## src/rtl/register_file_wb_pkg.sv

```systemverilog
// rtl/register_file_wb_pkg.sv - shared sizes, zero-register index and writeback select codes
// Imported by register file and scoreboard so producer and sink agree on encodings.
package register_file_wb_pkg;

  localparam int DEF_DATA_SIZE = 32;
  localparam int DEF_ADDR_SIZE = 5;
  localparam int REG_ZERO      = 0;

  typedef enum logic [1:0] {
    WB_SEL_ALU = 2'b00,
    WB_SEL_DM  = 2'b01,
    WB_SEL_REG = 2'b10
  } wb_sel_e;

endpackage

```

## src/rtl/register_file_wb_scoreboard.sv

```systemverilog
// rtl/register_file_wb_scoreboard.sv - per-register busy vector with pending count
// Set (reserve) wins over clear (writeback) on the same index; register 0 is never busy.
module wb_scoreboard
  import register_file_wb_pkg::*;
#(
  parameter int AddrSize = DEF_ADDR_SIZE
) (
  input  logic                   clk,
  input  logic                   rst,
  input  logic                   set_en_i,
  input  logic [AddrSize-1:0]    set_idx_i,
  input  logic                   clr_en_i,
  input  logic [AddrSize-1:0]    clr_idx_i,
  output logic [2**AddrSize-1:0] busy_o,
  output logic [AddrSize:0]      count_o
);

  localparam logic [AddrSize-1:0] Zero = AddrSize'(REG_ZERO);

  logic [2**AddrSize-1:0] busy_q, busy_d;
  logic [AddrSize:0]      count_q, count_d;
  logic                   set_new, clr_old;

  // Count is tracked incrementally: +1 for a fresh reservation, -1 for a real release.
  always_comb begin
    busy_d  = busy_q;
    set_new = 1'b0;
    clr_old = 1'b0;
    if (clr_en_i && clr_idx_i != Zero) begin
      clr_old           = busy_q[clr_idx_i];
      busy_d[clr_idx_i] = 1'b0;
    end
    if (set_en_i && set_idx_i != Zero) begin
      set_new           = ~busy_q[set_idx_i];
      busy_d[set_idx_i] = 1'b1;
      if (clr_en_i && clr_idx_i == set_idx_i) clr_old = 1'b0;
    end
    count_d = count_q + {{AddrSize{1'b0}}, set_new} - {{AddrSize{1'b0}}, clr_old};
  end

  always_ff @(posedge clk) begin
    if (rst) begin
      busy_q  <= '0;
      count_q <= '0;
    end else begin
      busy_q  <= busy_d;
      count_q <= count_d;
    end
  end

  assign busy_o  = busy_q;
  assign count_o = count_q;

endmodule

```

## src/rtl/register_file_wb.sv

```systemverilog
// rtl/register_file_wb.sv - 32-entry register file with busy scoreboard, two read ports
// Optional same-cycle write-to-read forwarding when WB_BYPASS_EN is defined.
module register_file_wb
  import register_file_wb_pkg::*;
#(
  parameter int DataSize = DEF_DATA_SIZE,
  parameter int AddrSize = DEF_ADDR_SIZE
) (
  input  logic                clk,
  input  logic                rst,
  input  logic [AddrSize-1:0] read_reg1,
  input  logic [AddrSize-1:0] read_reg2,
  output logic [DataSize-1:0] read_data1,
  output logic [DataSize-1:0] read_data2,
  output logic                busy1,
  output logic                busy2,
  input  logic                write_enable,
  input  logic [AddrSize-1:0] write_reg,
  input  logic [DataSize-1:0] write_data,
  input  logic                reserve_enable,
  input  logic [AddrSize-1:0] reserve_reg,
  output logic [AddrSize:0]   pending_count
);

  localparam int RegCount = 2**AddrSize;
  localparam logic [AddrSize-1:0] Zero = AddrSize'(REG_ZERO);

  logic [DataSize-1:0] regs_q [RegCount];
  logic [RegCount-1:0] busy_vec;
  logic                wr_ok;

  assign wr_ok = write_enable && (write_reg != Zero);

  // Entry 0 is cleared by reset and never written, so it always reads zero.
  always_ff @(posedge clk) begin
    if (rst) begin
      for (int i = 0; i < RegCount; i++) regs_q[i] <= '0;
    end else if (wr_ok) begin
      regs_q[write_reg] <= write_data;
    end
  end

  wb_scoreboard #(.AddrSize(AddrSize)) u_scoreboard (
    .clk       (clk),
    .rst       (rst),
    .set_en_i  (reserve_enable),
    .set_idx_i (reserve_reg),
    .clr_en_i  (write_enable),
    .clr_idx_i (write_reg),
    .busy_o    (busy_vec),
    .count_o   (pending_count)
  );

`ifdef WB_BYPASS_EN
  logic byp1, byp2, rsv1, rsv2;
  assign byp1 = wr_ok && (write_reg == read_reg1);
  assign byp2 = wr_ok && (write_reg == read_reg2);
  assign rsv1 = reserve_enable && (reserve_reg == read_reg1);
  assign rsv2 = reserve_enable && (reserve_reg == read_reg2);

  assign read_data1 = byp1 ? write_data : regs_q[read_reg1];
  assign read_data2 = byp2 ? write_data : regs_q[read_reg2];
  assign busy1      = byp1 ? rsv1 : busy_vec[read_reg1];
  assign busy2      = byp2 ? rsv2 : busy_vec[read_reg2];
`else
  assign read_data1 = regs_q[read_reg1];
  assign read_data2 = regs_q[read_reg2];
  assign busy1      = busy_vec[read_reg1];
  assign busy2      = busy_vec[read_reg2];
`endif

endmodule

```

## config.mk

```make
export PLATFORM = sky130hd
export DESIGN_NAME = register_file_wb
export DESIGN_NICKNAME = d
export VERILOG_FILES = /design/src/rtl/register_file_wb_pkg.sv /design/src/rtl/register_file_wb_scoreboard.sv /design/src/rtl/register_file_wb.sv
export SDC_FILE = /design/constraint.sdc
export NUM_CORES = 2
export LEC_CHECK = 0
export ABC_AREA = 0
export BUFFER_PORTS_ARGS = -buffer_cell sky130_fd_sc_hd__buf_4
export CAP_MARGIN = 20
export CELL_PAD_IN_SITES_DETAIL_PLACEMENT = 1
export CELL_PAD_IN_SITES_GLOBAL_PLACEMENT = 2
export CORE_MARGIN = 3
export CORE_UTILIZATION = 52
export DETAILED_ROUTE_END_ITERATION = 7
export PLACE_DENSITY_LB_ADDON = 0.3
export SYNTH_ARGS = -nofsm -noshare
export SYNTH_HDL_FRONTEND = slang
export SYNTH_SLANG_ARGS = --single-unit
```

## constraint.sdc

```tcl
create_clock -name clk -period 10.9 [get_ports clk]
set_input_delay 0.545 -clock clk [delete_from_list [all_inputs] [get_ports clk]]
set_output_delay 0.545 -clock clk [all_outputs]
set_load 0.05 [all_outputs]
```

-- Yosys cells after proc, flatten, opt, wreduce, memory -nomap -nowiden
Memories as Yosys holds them, arrays and structs flattened.
Cells that the tools add are included.
- eq/ne operators: 1
- $add $sub $neg: 2
- reductions and logical operators: 8
- mux-type cells: 26
- bitwise operators: 4
- magnitude comparators: 6
- operator list (kind ; number):
    2-to-1 mux 32 bit ; 3
    AND 32 bit ; 1
    inverter 32 bit ; 1
    OR 32 bit ; 1
    OR reduction 32 bit ; 1
    less-than comparator 5 x 6 -> 1 bit (second input constant) ; 4
    binary-select mux 1 bit (select 5 bit) ; 4
    2-to-1 mux 1 bit ; 16
    demux 1 bit (select 5 bit) ; 2
    >= comparator 5 x 1 -> 1 bit (second input constant) ; 2
    nonzero test 5 bit ; 2
    adder 6 x 1 -> 6 bit ; 1
    subtractor 6 x 1 -> 6 bit ; 1
    equality test 5 bit ; 1
    logical AND 1 bit ; 5
    2-to-1 mux 5 bit ; 1
    inverter 1 bit ; 1
- memory bits (writable): 1024
- logic and storage cells: 50
- memories kept: 1
- register bits after elaboration: 38
- output and inout port bits: 72
- memory list (memory ; depth ; width ; read ports ; clocked after memory_dff ; write ports ; RTL line ; RTL):
    regs_q ; 32 ; 32 ; 2 ; 0 ; 32 ; register_file_wb.sv:28 ; logic [DataSize-1:0] regs_q [RegCount];

-- Logic depth before layout (Yosys ltp)
- word-level depth: 9
- depth in mapped cells: 16
- gate-level depth less buffers: 14

-- Hierarchy
From an unflattened synthesis, not the netlist that was laid out.
- cell total of the unflattened synthesis: 4957
- area total of the unflattened synthesis: 58795.1 µm²
- modules (own cells, without submodules) (module ; cells an instance ; seq. area each (µm²) ; area an instance (µm²) ; times used):
    register_file_wb ; 4683 ; 30749.5 ; 56489.2 ; 1
    wb_scoreboard ; 274 ; 760.7 ; 2306.0 ; 1

-- Worst setup path before layout
OpenSTA, ideal clock, no wires.
- kind: input -> register
- start: input port write_reg[2]
- end: memory regs_q[19][0] (netlist name) (enable)
- arrival time: 3749 ps
- buffers on the path: 2
- cell stages on the path: 4
- setup slack: 6683 ps
- cells stage by stage: clkbuf_1 -> or3b_2 -> clkbuf_1 -> o21ai_0
- RTL lines (element ; RTL line ; RTL):
    from (decl) ; register_file_wb.sv:18 ; input logic [AddrSize-1:0] write_reg,
    to (decl) ; register_file_wb.sv:28 ;

-- Worst setup path after layout
- start: input port read_reg2[1]
- end: output port read_data2[4]
- longest elaborated chain between the ends: 1
- RTL lines (element ; RTL line ; RTL):
    from (decl) ; register_file_wb.sv:12 ; input logic [AddrSize-1:0] read_reg2,
    memory read (32 x 32 bit) ; -- ;
    to (decl) ; register_file_wb.sv:14 ; output logic [DataSize-1:0] read_data2,
Every way passes these cells.

==> summary.txt <==
Run status
  • Status: finished, final reports clean

Hold path
  • Hold Path Stages: 4
  • Hold Crit Class: input pin to register
  • HP Start: reserve_reg[2]
  • Endpoint, Worst Hold: u_scoreboard.busy_o[17]

Timing
  • F_max: 199 MHz
  • Slew Limit Headroom: 0.223
  • Final setup fails: 0
  • Final period utilization: 0.462
  • RSZ-0062 raised after global routing: false
  • Final hold violations: 0
  • Max Slew Vio Count: 0
  • Final Critical Period: 5.03 ns
  • Worst-margin pin slew: 1.17 ns
  • Worst-case clock skew: ~0.01 ns
  • Final TNS setup: 0 ns

Synth
  • Asr flop ratio synth: 0
  • Sequential fraction of the synthesis area: 0.557
  • Dominant cells by area after synthesis: edfxtp_1 (54%), mux4_2 (27%), and2_1 (11%)
  • Synth top area share: 0.543
  • Synth warnings: 0
  • Synth Instances: 3442
  • Yosys top cell by area: edfxtp_1
  • Netlist cell types: 45
  • Yosys reg bits: 1062
  • Post-synth top flop: edfxtp_1
  • Post-synth EDFFs: 1024
  • Mapped cell area: 56600 um^2
  • Syn_area_per_cell: 16.4 um^2

Worst setup path
  • R2r setup slk: 7.28 ns
  • Crit start category: input pin
  • CP startpoint: read_reg2[1]
  • Largest fanout on the critical path: 99
  • RR Endpoint: u_scoreboard.count_o[4]
  • RR Startpoint: u_scoreboard.busy_o[12]
  • Worst EP required: 10.36 ns
  • CP arrival: 4.49 ns
  • Crit Path Category: input pin to output port
  • Worst Setup End Kind: output port
  • Worst r2r path cells: 14

Clock network
  • Cts repair resizes: 0
  • Hold buffers post-CTS: 0
  • H-tree depth: 3
  • CTS clk-pin slew, worst paths: ~0.060 ns
  • TritonCTS clock tree: done
  • Root buffer cell: clkbuf_16
  • Post-CTS Setup Inserts: 0
  • CTS Buffer Depth: 3
  • CTS sink count: between 1k and 1.5k
  • Clock buffer count from CTS: 116
  • Worst-Skew Late Latency: 0.71 ns

Route
  • Vias per cell: 7.15
  • Post-DRT Antenna Nets: 0
  • Total Wirelength: 196000 um
  • # DRC: 0
  • Avg WL per Cell: 39.7 um
  • Routed via count: 35.3k
  • DR pass1 iterations: 6
  • 1st-iter DRT viols: 5837

GRT
  • Pin count of the biggest net entering global routing: 125
  • Gr ovfl total: 0
  • Vias in the first global route: 37.0k
  • Initial antenna violation count: 20
  • First-pass GRT wire length: 277000 um
  • Total Routing Usage GR: 0.351

Die
  • Die W: 336 um
  • Chip height: 336 um
  • Initial Utilization: 0.527
  • Placement row count: 120
  • Core footprint: 108000 um^2
  • # IOs: 128
  • Die ar.: 113000 um^2

Power
  • Cell internal pwr: approximately 7.7 mW
  • Comb power frac: 0.141
  • PwrDens: around 170 nW/um^2
  • Net Sw Frac: 0.259
  • Seq pwr share: 0.464
  • P_sw: ~2.7 mW
  • Clk network pwr share: 0.395
  • Max IR drop VDD: 144 uV
  • Leak: 21.2 nW

Finish
  • Final Core Density: 0.587
  • Nets: 3491
  • Reg area: 31500 um^2
  • P&R area growth vs syn: 11.4%
  • Most frequent cells in the layout: edfxtp_1 (1024), and2_1 (994), mux4_2 (670)
  • Share of layout cells above drive strength 1: 0.336
  • Area occupied by multi-input gates: 24100 um^2
  • Commonest non-fill, non-tap cell in the layout: edfxtp_1
  • Fillers: approximately 9.4k

Place
  • Post-DP HPWL: 105000 um
  • PortBufs: about 130
  • Gpl congestion: 0.815

Run
  • Max cap viols: 0
-- sequential cells by signal, summed over array words and instances, names as in the netlist --
register and flops:
u_scoreboard.busy_o 32, regs_q 1024, u_scoreboard.count_o 6
-- power by group through the flow --
| stage | Clock [mW] | Sequential, mW | Combinational, mW |
|---|---|---|---|
| floorplan | 0 | 4.90 | 0.976 |
| global placement | 0 | 4.89 | 1.43 |
| detailed placement | 0 | 4.92 | 1.46 |
| CTS | 4.15 | 4.84 | 1.47 |
| global route | 4.31 | 4.86 | 1.53 |
| finish | 4.12 | 4.85 | 1.47 |
-- layer usage --
metal / global-route usage / vias up / routed length (um)
li1: - / 13300 / -
met1: 0.480 / 18900 / 70600
met2: 0.559 / 2652 / 94000
met3: 0.0732 / 468 / 23600
met4: 0.140 / 2 / 7850
met5: 0 / - / 13
-- Yosys cell counts, types with 2 or more instances --
master,instances
or3_1,2
nand2_1,42
mux2_2,66
o22ai_1,4
xor2_1,5
buf_4,12
a21oi_1,11
and3_1,2
and2_1,994
clkbuf_1,279
mux2i_1,11
edfxtp_1,1024
nand2b_1,9
xnor2_1,3
mux4_2,670
nor2b_1,6
buf_2,46
inv_1,27
dfxtp_1,38
ha_1,6
nand3b_1,9
buf_6,6
nor4_1,3
buf_1,28
nor2_1,52
nor3_1,8
or3b_2,2
nand3_1,7
o21ai_0,48
a22oi_1,7
-- metrics by stage --
stage	power (mW)	instances	area (um^2)	setup WS, ns	hold slack [ns]
CTS	10.5	4929	63000	5.87	0.272
global placement	6.32	4712	59100	5.94	0.489
finish	10.4	4943	63100	5.87	0.309
floorplan	5.87	3473	56700	6.68	0.465
global route	10.7	4932	63000	5.70	0.318
detailed placement	6.38	4712	59100	5.87	0.494
-- worst max-delay path: stages --
cell and delay, ns:
buf_8 0.68, buf_4 0.74, buf_4 0.81, mux4_2 0.43, mux4_2 0.56, mux2_2 0.33, buf_4 0.20
-- area by class of cell --
type,count,area share
Sequential cell,1062,0.500
Inverter,27,0.00161
Clock inverter,83,0.0141
Multi-Input combinational cell,2013,0.382
Tap cell,1403,0.0278
Clock buffer,134,0.0481
Antenna cell,13,0.000516
Timing Repair Buffer,208,0.0259
-- how the worst max path moves through the flow --
stage / end / slack [ns] / cells past startpoint
6_report: read_data2[4] / 5.87 / 7
3_5_place_dp: read_data1[25] / 5.87 / 7
2_1_floorplan: regs_q[19][0] / 6.68 / 4
5_1_grt: read_data1[14] / 5.70 / 7
4_1_cts: read_data1[25] / 5.87 / 7
3_3_place_gp: read_data1[25] / 5.94 / 7
-- kinds of logic (layout without fill, tap and decap cells) --
logic type,Yosys count,after routing,share of synthesized area
buf+inv,398,452,0.0290
mux,747,747,0.282
flops,1062,1062,0.557
compound gates,80,80,0.00802
xor+xnor,8,8,0.00124
other cells,1,45,0.0000662
fa+ha+maj,7,7,0.00168
simple gates,1139,1139,0.122
Power figures use the tool's default switching activity.
